<file path="src/rtl/mips_bus_arbiter_pkg.sv">
// Shared types and constants for the two-requester MIPS bus arbiter.
// Provides the arbiter state and requester id enums, bus widths, and the
// full-word byte enable used by instruction fetch.
package mips_bus_pkg;

    localparam int unsigned ADDR_W = 32;
    localparam int unsigned DATA_W = 32;
    localparam int unsigned BE_W   = 4;
    localparam int unsigned CNT_W  = 16;

    localparam logic [BE_W-1:0] BE_WORD = BE_W'(4'b1111);

    typedef enum logic {
        IDLE   = 1'b0,
        LOCKED = 1'b1
    } arb_state_t;

    typedef enum logic {
        REQ_F = 1'b0,
        REQ_D = 1'b1
    } req_id_t;

endpackage

</file>
<file path="src/rtl/mips_bus_arbiter_if.sv">
// Avalon-style memory bus between the arbiter (master) and the memory (slave).
// Signals: address/read/write/writedata/byteenable driven by the master,
// waitrequest/readdata returned by the slave.
interface mips_bus_if;
    import mips_bus_pkg::*;

    logic [ADDR_W-1:0] address;
    logic              read;
    logic              write;
    logic [DATA_W-1:0] writedata;
    logic [BE_W-1:0]   byteenable;
    logic              waitrequest;
    logic [DATA_W-1:0] readdata;

    modport master (
        output address, read, write, writedata, byteenable,
        input  waitrequest, readdata
    );

    modport slave (
        input  address, read, write, writedata, byteenable,
        output waitrequest, readdata
    );

endinterface

</file>
<file path="src/rtl/mips_bus_arbiter_pick.sv">
// Combinational winner select between fetch (F) and data (D) requesters.
// Ports: f_req/d_req request flags, last_grant of the previous transfer,
// winner = selected requester (REQ_F when nobody requests; callers gate it).
module mips_arb_pick
    import mips_bus_pkg::*;
#(
    parameter bit ROUND_ROBIN = 1'b1
) (
    input  logic    f_req,
    input  logic    d_req,
    input  req_id_t last_grant,
    output req_id_t winner
);

    // On contention: alternate away from last_grant, or fixed D priority.
    always_comb begin
        winner = REQ_F;
        if (d_req && !f_req) begin
            winner = REQ_D;
        end else if (d_req && f_req) begin
            if (ROUND_ROBIN) begin
                winner = (last_grant == REQ_F) ? REQ_D : REQ_F;
            end else begin
                winner = REQ_D;
            end
        end
    end

endmodule

</file>
<file path="src/rtl/mips_bus_arbiter.sv">
// Shares the CPU's single memory bus master between instruction fetch (F)
// and data load/store (D). The grant is chosen combinationally in IDLE so a
// zero-wait transfer completes in the cycle it is requested; a stalled
// transfer locks the owner until waitrequest drops or the timeout aborts it.
// Ports:
//   clk, reset          : clock, asynchronous active-high reset
//   f_*                 : fetch requester (read-only) and its response
//   d_*                 : data requester and its response
//   bus                 : master side of the external memory bus
//   grant_d             : D owns or is being granted the bus
//   bus_error           : sticky timeout / protocol-violation flag
module mips_bus_arbiter
    import mips_bus_pkg::*;
#(
    parameter int unsigned ROUND_ROBIN    = 1,
    parameter int unsigned TIMEOUT_CYCLES = 1024
) (
    input  logic              clk,
    input  logic              reset,
    input  logic [ADDR_W-1:0] f_address,
    input  logic              f_read,
    output logic              f_waitrequest,
    output logic [DATA_W-1:0] f_readdata,
    input  logic [ADDR_W-1:0] d_address,
    input  logic              d_read,
    input  logic              d_write,
    input  logic [DATA_W-1:0] d_writedata,
    input  logic [BE_W-1:0]   d_byteenable,
    output logic              d_waitrequest,
    output logic [DATA_W-1:0] d_readdata,
    mips_bus_if.master        bus,
    output logic              grant_d,
    output logic              bus_error
);

    localparam logic [CNT_W-1:0] TIMEOUT_CNT = CNT_W'(TIMEOUT_CYCLES);

    arb_state_t       state;
    req_id_t          owner;
    req_id_t          last_grant;
    logic [CNT_W-1:0] cnt;

    logic    f_req;
    logic    d_req;
    req_id_t winner;
    req_id_t sel;
    logic    active;
    logic    sel_d;
    logic    timeout;
    logic    complete;
    logic    done;
    logic    violation;

    assign f_req = f_read;
    assign d_req = d_read | d_write;

    mips_arb_pick #(
        .ROUND_ROBIN (ROUND_ROBIN != 0)
    ) u_pick (
        .f_req      (f_req),
        .d_req      (d_req),
        .last_grant (last_grant),
        .winner     (winner)
    );

    // Current bus user: the locked owner, or the IDLE arbitration winner.
    always_comb begin
        active = 1'b0;
        sel    = winner;
        if (state == LOCKED) begin
            active = 1'b1;
            sel    = owner;
        end else begin
            active = f_req | d_req;
        end
    end

    assign sel_d     = (sel == REQ_D);
    assign timeout   = (state == LOCKED) && bus.waitrequest && (cnt == TIMEOUT_CNT);
    assign complete  = active && !bus.waitrequest;
    assign done      = complete || timeout;
    assign violation = active && sel_d && d_read && d_write;

    // Bus drive: owner's live inputs; read+write together is issued as a write.
    always_comb begin
        bus.address    = '0;
        bus.read       = 1'b0;
        bus.write      = 1'b0;
        bus.writedata  = '0;
        bus.byteenable = '0;
        if (!reset && active && !timeout) begin
            if (sel_d) begin
                bus.address    = d_address;
                bus.read       = d_read && !d_write;
                bus.write      = d_write;
                bus.writedata  = d_writedata;
                bus.byteenable = d_byteenable;
            end else begin
                bus.address    = f_address;
                bus.read       = f_read;
                bus.byteenable = BE_WORD;
            end
        end
    end

    // Requester responses; an aborted transfer returns zero data.
    always_comb begin
        f_waitrequest = 1'b1;
        f_readdata    = '0;
        d_waitrequest = 1'b1;
        d_readdata    = '0;
        grant_d       = 1'b0;
        if (!reset) begin
            grant_d = active && sel_d;
            if (done) begin
                if (sel_d) begin
                    d_waitrequest = 1'b0;
                    d_readdata    = complete ? bus.readdata : '0;
                end else begin
                    f_waitrequest = 1'b0;
                    f_readdata    = complete ? bus.readdata : '0;
                end
            end
        end
    end

    // Arbiter state, ownership lock, timeout counter and sticky error.
    always_ff @(posedge clk or posedge reset) begin
        if (reset) begin
            state      <= IDLE;
            owner      <= REQ_F;
            last_grant <= REQ_F;
            cnt        <= '0;
            bus_error  <= 1'b0;
        end else begin
            if (violation || timeout) begin
                bus_error <= 1'b1;
            end
            case (state)
                IDLE: begin
                    if (active) begin
                        if (bus.waitrequest) begin
                            state <= LOCKED;
                            owner <= winner;
                            cnt   <= CNT_W'(1);
                        end else begin
                            last_grant <= winner;
                        end
                    end
                end
                LOCKED: begin
                    cnt <= cnt + CNT_W'(1);
                    if (done) begin
                        state      <= IDLE;
                        last_grant <= owner;
                        cnt        <= '0;
                    end
                end
                default: begin
                    state <= IDLE;
                end
            endcase
        end
    end

endmodule

</file>
<file path="src/flat_wrapper.sv">
// flat-port wrapper written by rule: the top's interface ports become plain ports
module mips_bus_arbiter_flat import mips_bus_pkg::*;
#(
    parameter int unsigned ROUND_ROBIN    = 1,
    parameter int unsigned TIMEOUT_CYCLES = 1024
)
  (clk, reset, f_address, f_read, f_waitrequest, f_readdata, d_address, d_read, d_write, d_writedata, d_byteenable, d_waitrequest, d_readdata, grant_d, bus_error, bus_address, bus_read, bus_write, bus_writedata, bus_byteenable, bus_waitrequest, bus_readdata);
  mips_bus_if bus_i ();
  input  logic clk;
  input  logic reset;
  input  logic [ADDR_W-1:0] f_address;
  input  logic f_read;
  output logic f_waitrequest;
  output logic [DATA_W-1:0] f_readdata;
  input  logic [ADDR_W-1:0] d_address;
  input  logic d_read;
  input  logic d_write;
  input  logic [DATA_W-1:0] d_writedata;
  input  logic [BE_W-1:0] d_byteenable;
  output logic d_waitrequest;
  output logic [DATA_W-1:0] d_readdata;
  output logic grant_d;
  output logic bus_error;
  output wire logic [$bits(bus_i.address)-1:0] bus_address;
  output wire logic [$bits(bus_i.read)-1:0] bus_read;
  output wire logic [$bits(bus_i.write)-1:0] bus_write;
  output wire logic [$bits(bus_i.writedata)-1:0] bus_writedata;
  output wire logic [$bits(bus_i.byteenable)-1:0] bus_byteenable;
  input wire logic [$bits(bus_i.waitrequest)-1:0] bus_waitrequest;
  input wire logic [$bits(bus_i.readdata)-1:0] bus_readdata;
  assign bus_address = bus_i.address;
  assign bus_read = bus_i.read;
  assign bus_write = bus_i.write;
  assign bus_writedata = bus_i.writedata;
  assign bus_byteenable = bus_i.byteenable;
  assign bus_i.waitrequest = bus_waitrequest;
  assign bus_i.readdata = bus_readdata;
  mips_bus_arbiter #(.ROUND_ROBIN(ROUND_ROBIN), .TIMEOUT_CYCLES(TIMEOUT_CYCLES)) u_core (.clk(clk), .reset(reset), .f_address(f_address), .f_read(f_read), .f_waitrequest(f_waitrequest), .f_readdata(f_readdata), .d_address(d_address), .d_read(d_read), .d_write(d_write), .d_writedata(d_writedata), .d_byteenable(d_byteenable), .d_waitrequest(d_waitrequest), .d_readdata(d_readdata), .bus(bus_i), .grant_d(grant_d), .bus_error(bus_error));
endmodule
</file>
<file path="config.mk">
export PLATFORM = sky130hd
export DESIGN_NAME = mips_bus_arbiter_flat
export DESIGN_NICKNAME = d
export VERILOG_FILES = /design/src/rtl/mips_bus_arbiter_pkg.sv /design/src/rtl/mips_bus_arbiter_if.sv /design/src/rtl/mips_bus_arbiter_pick.sv /design/src/rtl/mips_bus_arbiter.sv /design/src/flat_wrapper.sv
export SDC_FILE = /design/constraint.sdc
export NUM_CORES = 1
export LEC_CHECK = 0
export CAP_MARGIN = 10
export CORE_MARGIN = 5
export CORE_UTILIZATION = 26
export DETAILED_ROUTE_END_ITERATION = 16
export PLACE_DENSITY = 0.8
export REMOVE_ABC_BUFFERS = 1
export SYNTH_ARGS = -nofsm -noshare
export SYNTH_HDL_FRONTEND = slang
export SYNTH_SLANG_ARGS = --single-unit
export TNS_END_PERCENT = 1
</file>
<file path="constraint.sdc">
create_clock -name clk -period 2.1 [get_ports clk]
set_input_delay 0.525 -clock clk [delete_from_list [all_inputs] [get_ports clk]]
set_output_delay 0.525 -clock clk [all_outputs]
set_load 0.1 [all_outputs]
</file>
Word level (Yosys, flattened, before mapping)
Index checks and enable logic that the tools add are counted.

cells by class
  add/sub/neg operators = 1
  eq/ne operators = 5
  multiplexer cells = 41
  bitwise logic cells = 3
  reductions and logical operators = 21

operators by type and width
  cell                                             number
  two-way mux 32 bit                               11
  two-way mux 16 bit                               3
  case mux 16 bit (2 select lines)                 1
  two-way mux 1 bit                                22
  adder 16 x 1 -> 16 bit, second input constant    1
  == test 16 x 11 -> 1 bit, second input constant  1
  logical AND 1 bit                                11
  two-way mux 4 bit                                2
  != test 2 bit, second input constant             3
  AND reduction 3 bit                              2
  zero test 1 bit                                  5
  case mux 1 bit (2 select lines)                  2
  logical OR 1 bit                                 2
  != test 2 x 1 -> 1 bit, second input constant    1
  bitwise OR 1 bit                                 2
  AND reduction 2 bit                              1
  NOT 1 bit                                        1

word-level totals
  flip-flop bits (word level) = 20

Longest topological paths before layout
  word-level depth = 9
  mapped depth = 8
  depth with buffers taken out = 6

Cells and area by module
From an unflattened synthesis, not the netlist that was laid out.

unflattened totals
  cells, all modules = 365
  area total of the unflattened synthesis = 2408.6 um2

modules (own cells, without submodules)
  module            instances  cells each  area each (um2)  seq. area each (um2)
  mips_bus_arbiter  1          364         2397.3           500.5
  mips_arb_pick     1          1           11.3             0.0

Least setup slack after synthesis
No wires, ideal clock.

  kind = in2out
  start = input port d_read
  end = output port bus_address[25]
  data arrival time = 2.784 ns
  slack = -1.209 ns
  cell stages on the path = 6
  path buffers = 2
  cells stage by stage = o2bb2ai_2 -> a21o_1 -> buf_2 -> buf_2 -> nand2_1 -> a21oi_1

on the way
  longest elaborated chain between the ends = 7
  elaborated cells on any way between the ends = 12

ends and longest elaborated chain
  element               RTL line                     source
  start: declaration    flat_wrapper.sv:16           input logic d_read;
  bitwise OR 1 bit *    mips_bus_arbiter.sv:55       assign d_req = d_read | d_write;
  logical AND 1 bit     mips_bus_arbiter_pick.sv:20  end else if (d_req && f_req) begin
  two-way mux 1 bit     mips_bus_arbiter_pick.sv:20
  two-way mux 1 bit     mips_bus_arbiter_pick.sv:18  if (d_req && !f_req) begin
  two-way mux 1 bit     mips_bus_arbiter.sv:70       if (state == LOCKED) begin
  two-way mux 32 bit    mips_bus_arbiter.sv:92       if (sel_d) begin
  two-way mux 32 bit *  mips_bus_arbiter.sv:91       if (!reset && active && !timeout) begin
  end: declaration      flat_wrapper.sv:24           output wire logic [$bits(bus_i.address)-1:0] bus_address;

Mark *: on every way between the ends. The rest lies on a longest branch, timed or not.

Worst setup path in the final report
  start = register u_core.cnt[1]
  end = output port bus_address[3]

on the way
  longest elaborated chain between the ends = 5

ends and longest elaborated chain
  element                   RTL line                 source
  start: declaration        mips_bus_arbiter.sv:41   logic [CNT_W-1:0] cnt;
  start signal: assignment  mips_bus_arbiter.sv:152  cnt <= cnt + CNT_W'(1);
  == test 16 x 11 -> 1 bit  mips_bus_arbiter.sv:79   assign timeout = (state == LOCKED) && bus.waitrequest && (cnt == TIMEOUT_CNT);
  logical AND 1 bit         mips_bus_arbiter.sv:79
  zero test 1 bit           mips_bus_arbiter.sv:91
  logical AND 1 bit         mips_bus_arbiter.sv:91
  two-way mux 32 bit        mips_bus_arbiter.sv:91

No other way between the ends.

==> run summary <==
STATUS
-------------------------------------------------------------------------------------------
Run status ................................................................... finished, violations left
Failing checks ............................................................... negative setup slack

SYNTHESIS
-------------------------------------------------------------------------------------------
Sequential fraction of the synthesis area ....................................        0.203
Most frequent cells after synthesis .......................................... sky130_fd_sc_hd__nand2_1, sky130_fd_sc_hd__and3_1, sky130_fd_sc_hd__a21oi_1, sky130_fd_sc_hd__and2_1, sky130_fd_sc_hd__dfrtp_1
Unique cell type count in the Yosys netlist ..................................           51
Count of state elements after synthesis ......................................           20
Most used flip-flop cell after synthesis ..................................... sky130_fd_sc_hd__dfrtp_1
Number of synthesized flops with an enable pin ...............................            0
Share of Yosys cell area claimed by the top area cell type ...................        0.203
Cells after synthesis ........................................................          364
Share of synthesized flip-flops with an asynchronous set or reset ............         1.00
Area contributors post-synth ................................................. sky130_fd_sc_hd__dfrtp_1, sky130_fd_sc_hd__and3_1, sky130_fd_sc_hd__nand2_1
Yosys warning count ..........................................................            0
Most area-hungry cell type in the Yosys netlist .............................. sky130_fd_sc_hd__dfrtp_1
Cell Area, Synth .............................................................     2470 um2
Library cell with the highest instance count after synthesis ................. sky130_fd_sc_hd__nand2_1
Average cell area after synthesis ............................................     6.78 um2

PLACE
-------------------------------------------------------------------------------------------
Count of buffers inserted at the top-level ports .............................          275
Placed instance count ........................................................          787
Worst setup timing slack at the placement stage ..............................      -755 ps
Global placement routability congestion ......................................        0.864
Total half-perimeter wirelength after legalization and detailed placement ....     13000 um
Cell area after placement ....................................................     7080 um2

DETAILED ROUTING
-------------------------------------------------------------------------------------------
Number of routed nets with antenna violations ................................            0
Final routed wirelength across all metal layers ..............................     19900 um
Residual DRC count ...........................................................            0
Number of design-rule violations left by the first detailed-router iteration .          370
Via count of the routed design ...............................................         4279
Drt wl/cell ..................................................................      24.8 um
Detailed Routing Iterations Pass 1 ...........................................            5
Drt via density ..............................................................         5.33

CRITICAL PATH
-------------------------------------------------------------------------------------------
Largest fanout on the critical path ..........................................            9
Cell repeated most along the worst path ...................................... sky130_fd_sc_hd__buf_12
Data arrival time of the critical path .......................................      2190 ps
Cell-by-cell listing of the critical path .................................... inv_2, ha_4, nor4b_4, nand4_4, o21ai_4, buf_12, buf_12, a21oi_1, buf_12
Max stage delay cell, worst path ............................................. sky130_fd_sc_hd__dfrtp_1
Sort of element at the end of the critical path ..............................  output port
Worst reg-to-reg setup slack .................................................      -140 ps
Kind of cell with the highest combined delay on the critical path ............ buffers and inverters
Worst path buffer plus inverter count ........................................            4
Worst setup path category ....................................................      reg2out
Critical path required time ..................................................      1570 ps
R2r endpoint ................................................................. u_core.last_grant
Slowest stage delay, CP ......................................................       410 ps
Critical R2R Launch .......................................................... u_core.cnt[1]
Crit start category ..........................................................     register
Worst Reg-to-Reg Cells .......................................................            9

TIMING
-------------------------------------------------------------------------------------------
Setup repair after global routing missed its margin ..........................          yes
Remaining max-slew budget at the tightest pin ................................        0.738
Setup violations, final ......................................................          138
Final worst path period need .................................................      2720 ps
Final period util ............................................................         1.29
Final Hold Vio Count .........................................................            0
Worst setup skew after layout ................................................      5.38 ps
Post-route setup slack .......................................................      -618 ps
Worst Tran Pin Value .........................................................       389 ps
Fin Hold WS ..................................................................       494 ps
Max Transition Viols Final ...................................................            0
Max Fclk .....................................................................      368 MHz

CLOCKING
-------------------------------------------------------------------------------------------
Insertion delay of the later-clocked pin in the worst-skew pair ..............       260 ps
TritonCTS buffer count .......................................................            3
Largest buffer count on any clock path .......................................            2
Clock Tree Root .............................................................. sky130_fd_sc_hd__clkbuf_8
H-tree levels ................................................................            1
Number of buffers added to fix hold violations after cts .....................            0
CTS tree .....................................................................         done
Clock transition at the registers of the reported paths ......................        80 ps
Clk sink count ...............................................................           20

FLOORPLANNING
-------------------------------------------------------------------------------------------
Placeable core region ........................................................     9240 um2
Die Span Y ...................................................................       107 um
Core Rows ....................................................................           35
Top-level port count .........................................................          276
Initial core utilization .....................................................        0.267
Die boundary width ...........................................................       107 um
Die Area .....................................................................    11500 um2

GLOBAL ROUTING
-------------------------------------------------------------------------------------------
Overall fraction of global-route tracks in use ...............................        0.285
Met2 GRT Util ................................................................        0.558
Number of antenna violations at the first check in global routing ............            0
Met3 demand-to-capacity share in global routing ..............................       0.0930
Wire length of the first global-routing pass .................................     25500 um
Aggregate global routing overflow ............................................            0
Number of global-route vias before repair ....................................         4299
GR peak layer ................................................................         met2
Maximum number of pins on one net before global-route repair .................           35
Met1 Resource Use GR .........................................................        0.282

CELLS AND AREA
-------------------------------------------------------------------------------------------
Synth-to-layout area growth ..................................................         220%
Number of antenna cells inserted .............................................            0
Layout Cell Area excl Fill ...................................................     7890 um2
Count of non-filler cells in the finished layout .............................          803
Fraction of layout cells with a size suffix above 1 ..........................        0.515
Filler cells .................................................................          404
Total number of nets in the final design .....................................          815

POWER AND IR DROP
-------------------------------------------------------------------------------------------
Total Power Consumption ......................................................      5460 uW
Worst supply voltage drop on vdd .............................................   0.000468 V
Leakage power summed over all cells ..........................................   0.00329 uW
Power per unit of standard cell area .........................................   692 nW/um2

WORST HOLD PATH
-------------------------------------------------------------------------------------------
Path class of the lowest-slack min-delay path ................................     in2async

FLOW RUN
-------------------------------------------------------------------------------------------
Max-cap check violation count ................................................            0

[metrics by stage]
step / TNS [ps] / utilization
after floorplan: -206610 / -
after global placement: -89090 / 0.767
after detailed placement: -97080 / 0.767
after CTS: -59140 / 0.826
after global routing: -74850 / 0.854
final: -69170 / 0.854
[worst reg2reg max path: stages, from the launching register on]
cell and delay [ps]:
sky130_fd_sc_hd__dfrtp_1 410, sky130_fd_sc_hd__inv_2 90, sky130_fd_sc_hd__ha_4 130, sky130_fd_sc_hd__nor4b_4 310
sky130_fd_sc_hd__nand4_4 210, sky130_fd_sc_hd__buf_6 180, sky130_fd_sc_hd__o22ai_4 220, sky130_fd_sc_hd__buf_4 150
sky130_fd_sc_hd__buf_4 100, sky130_fd_sc_hd__mux2_2 320
[power breakdown]
part           internal [uW]  total, uW  switching (uW)
logic                   1790       4700            2900
registers                418        450            31.8
clock network            167        308             140
[state kept, by name, indices dropped and copies added, names as in the netlist]
register	count
u_core.cnt	16
u_core.state	1
u_core.owner	1
u_core.bus_error	1
u_core.last_grant	1
[layout by cell type, fill, tap and decap left out, types with 2 or more instances in the layout]
cell	instances
sky130_fd_sc_hd__a41oi_1	3
sky130_fd_sc_hd__inv_2	2
sky130_fd_sc_hd__buf_4	44
sky130_fd_sc_hd__and4_2	2
sky130_fd_sc_hd__xor2_1	3
sky130_fd_sc_hd__inv_1	5
sky130_fd_sc_hd__clkbuf_16	4
sky130_fd_sc_hd__dfrtp_1	20
sky130_fd_sc_hd__nor3_1	3
sky130_fd_sc_hd__clkdlybuf4s50_1	132
sky130_fd_sc_hd__and3_1	2
sky130_fd_sc_hd__nand3_1	4
sky130_fd_sc_hd__o211ai_1	2
sky130_fd_sc_hd__buf_8	2
sky130_fd_sc_hd__mux2i_1	2
sky130_fd_sc_hd__a31oi_1	8
sky130_fd_sc_hd__nand2_2	3
sky130_fd_sc_hd__buf_12	145
sky130_fd_sc_hd__clkbuf_8	4
sky130_fd_sc_hd__a21oi_2	11
sky130_fd_sc_hd__and3_4	64
sky130_fd_sc_hd__o22ai_1	2
sky130_fd_sc_hd__nor4b_4	2
sky130_fd_sc_hd__a21oi_1	29
sky130_fd_sc_hd__clkdlybuf4s15_2	2
sky130_fd_sc_hd__buf_6	6
sky130_fd_sc_hd__nand2_1	72
sky130_fd_sc_hd__nor2_1	13
sky130_fd_sc_hd__o21ai_0	8
sky130_fd_sc_hd__and3_2	2
sky130_fd_sc_hd__and4_1	2
sky130_fd_sc_hd__and2_4	32
sky130_fd_sc_hd__nand4_1	2
sky130_fd_sc_hd__nor2_2	4
[kinds of logic (layout without fill, tap and decap cells)]
family                   after synthesis  after routing  share of synthesized area
AO/OA/AOI/OAI                         77             77                      0.195
adder cells (fa/ha/maj)                2              2                     0.0101
buffers and inverters                 40            350                     0.0775
AND/OR/NAND/NOR                      218            218                      0.488
XOR/XNOR                               4              4                     0.0142
multiplexers                           3              3                     0.0127
flip-flops                            20             20                      0.203
[how the worst max path moves through the flow]
stage | endpoint | depth (start not counted) | from
after global placement | f_readdata[10] | 8 | f_read
final | bus_address[3] | 9 | u_core.cnt[1]
after global routing | bus_address[3] | 9 | u_core.cnt[1]
after floorplan | bus_writedata[0] | 4 | f_read
after CTS | f_waitrequest | 9 | u_core.cnt[0]
after detailed placement | d_readdata[10] | 8 | f_read
[per-layer routing]
layer / routed length (um) / share of wire / up-vias
li1: - / - / 1902
met1: 6240 / 0.31 / 2049
met2: 11000 / 0.56 / 281
met3: 1870 / 0.094 / 47
met4: 733 / 0.037 / 0
met5: 0 / 0 / -
[timing repair]
| action | in CTS | in global routing |
|---|---|---|
| endpoints found under the setup margin | 137 | 146 |
| setup buffers | 3 | 6 |
| pin swaps | 72 | 30 |
| cloned | 1 | 3 |
| gates resized for setup | 120 | 37 |
| endpoints found under the hold margin | 0 | 0 |
[cell type report]
| type | instances | area [um2] | share of cell area |
|---|---|---|---|
| repair buffers | 339 | 4830 | 0.612 |
| multi-input cells | 304 | 2320 | 0.294 |
| flip-flops and latches | 20 | 500 | 0.0634 |
| well taps | 129 | 161 | 0.0205 |
| clock buffers | 4 | 55.1 | 0.00698 |
| inverters | 7 | 26.3 | 0.00333 |
(Power assumes the default switching activity.)
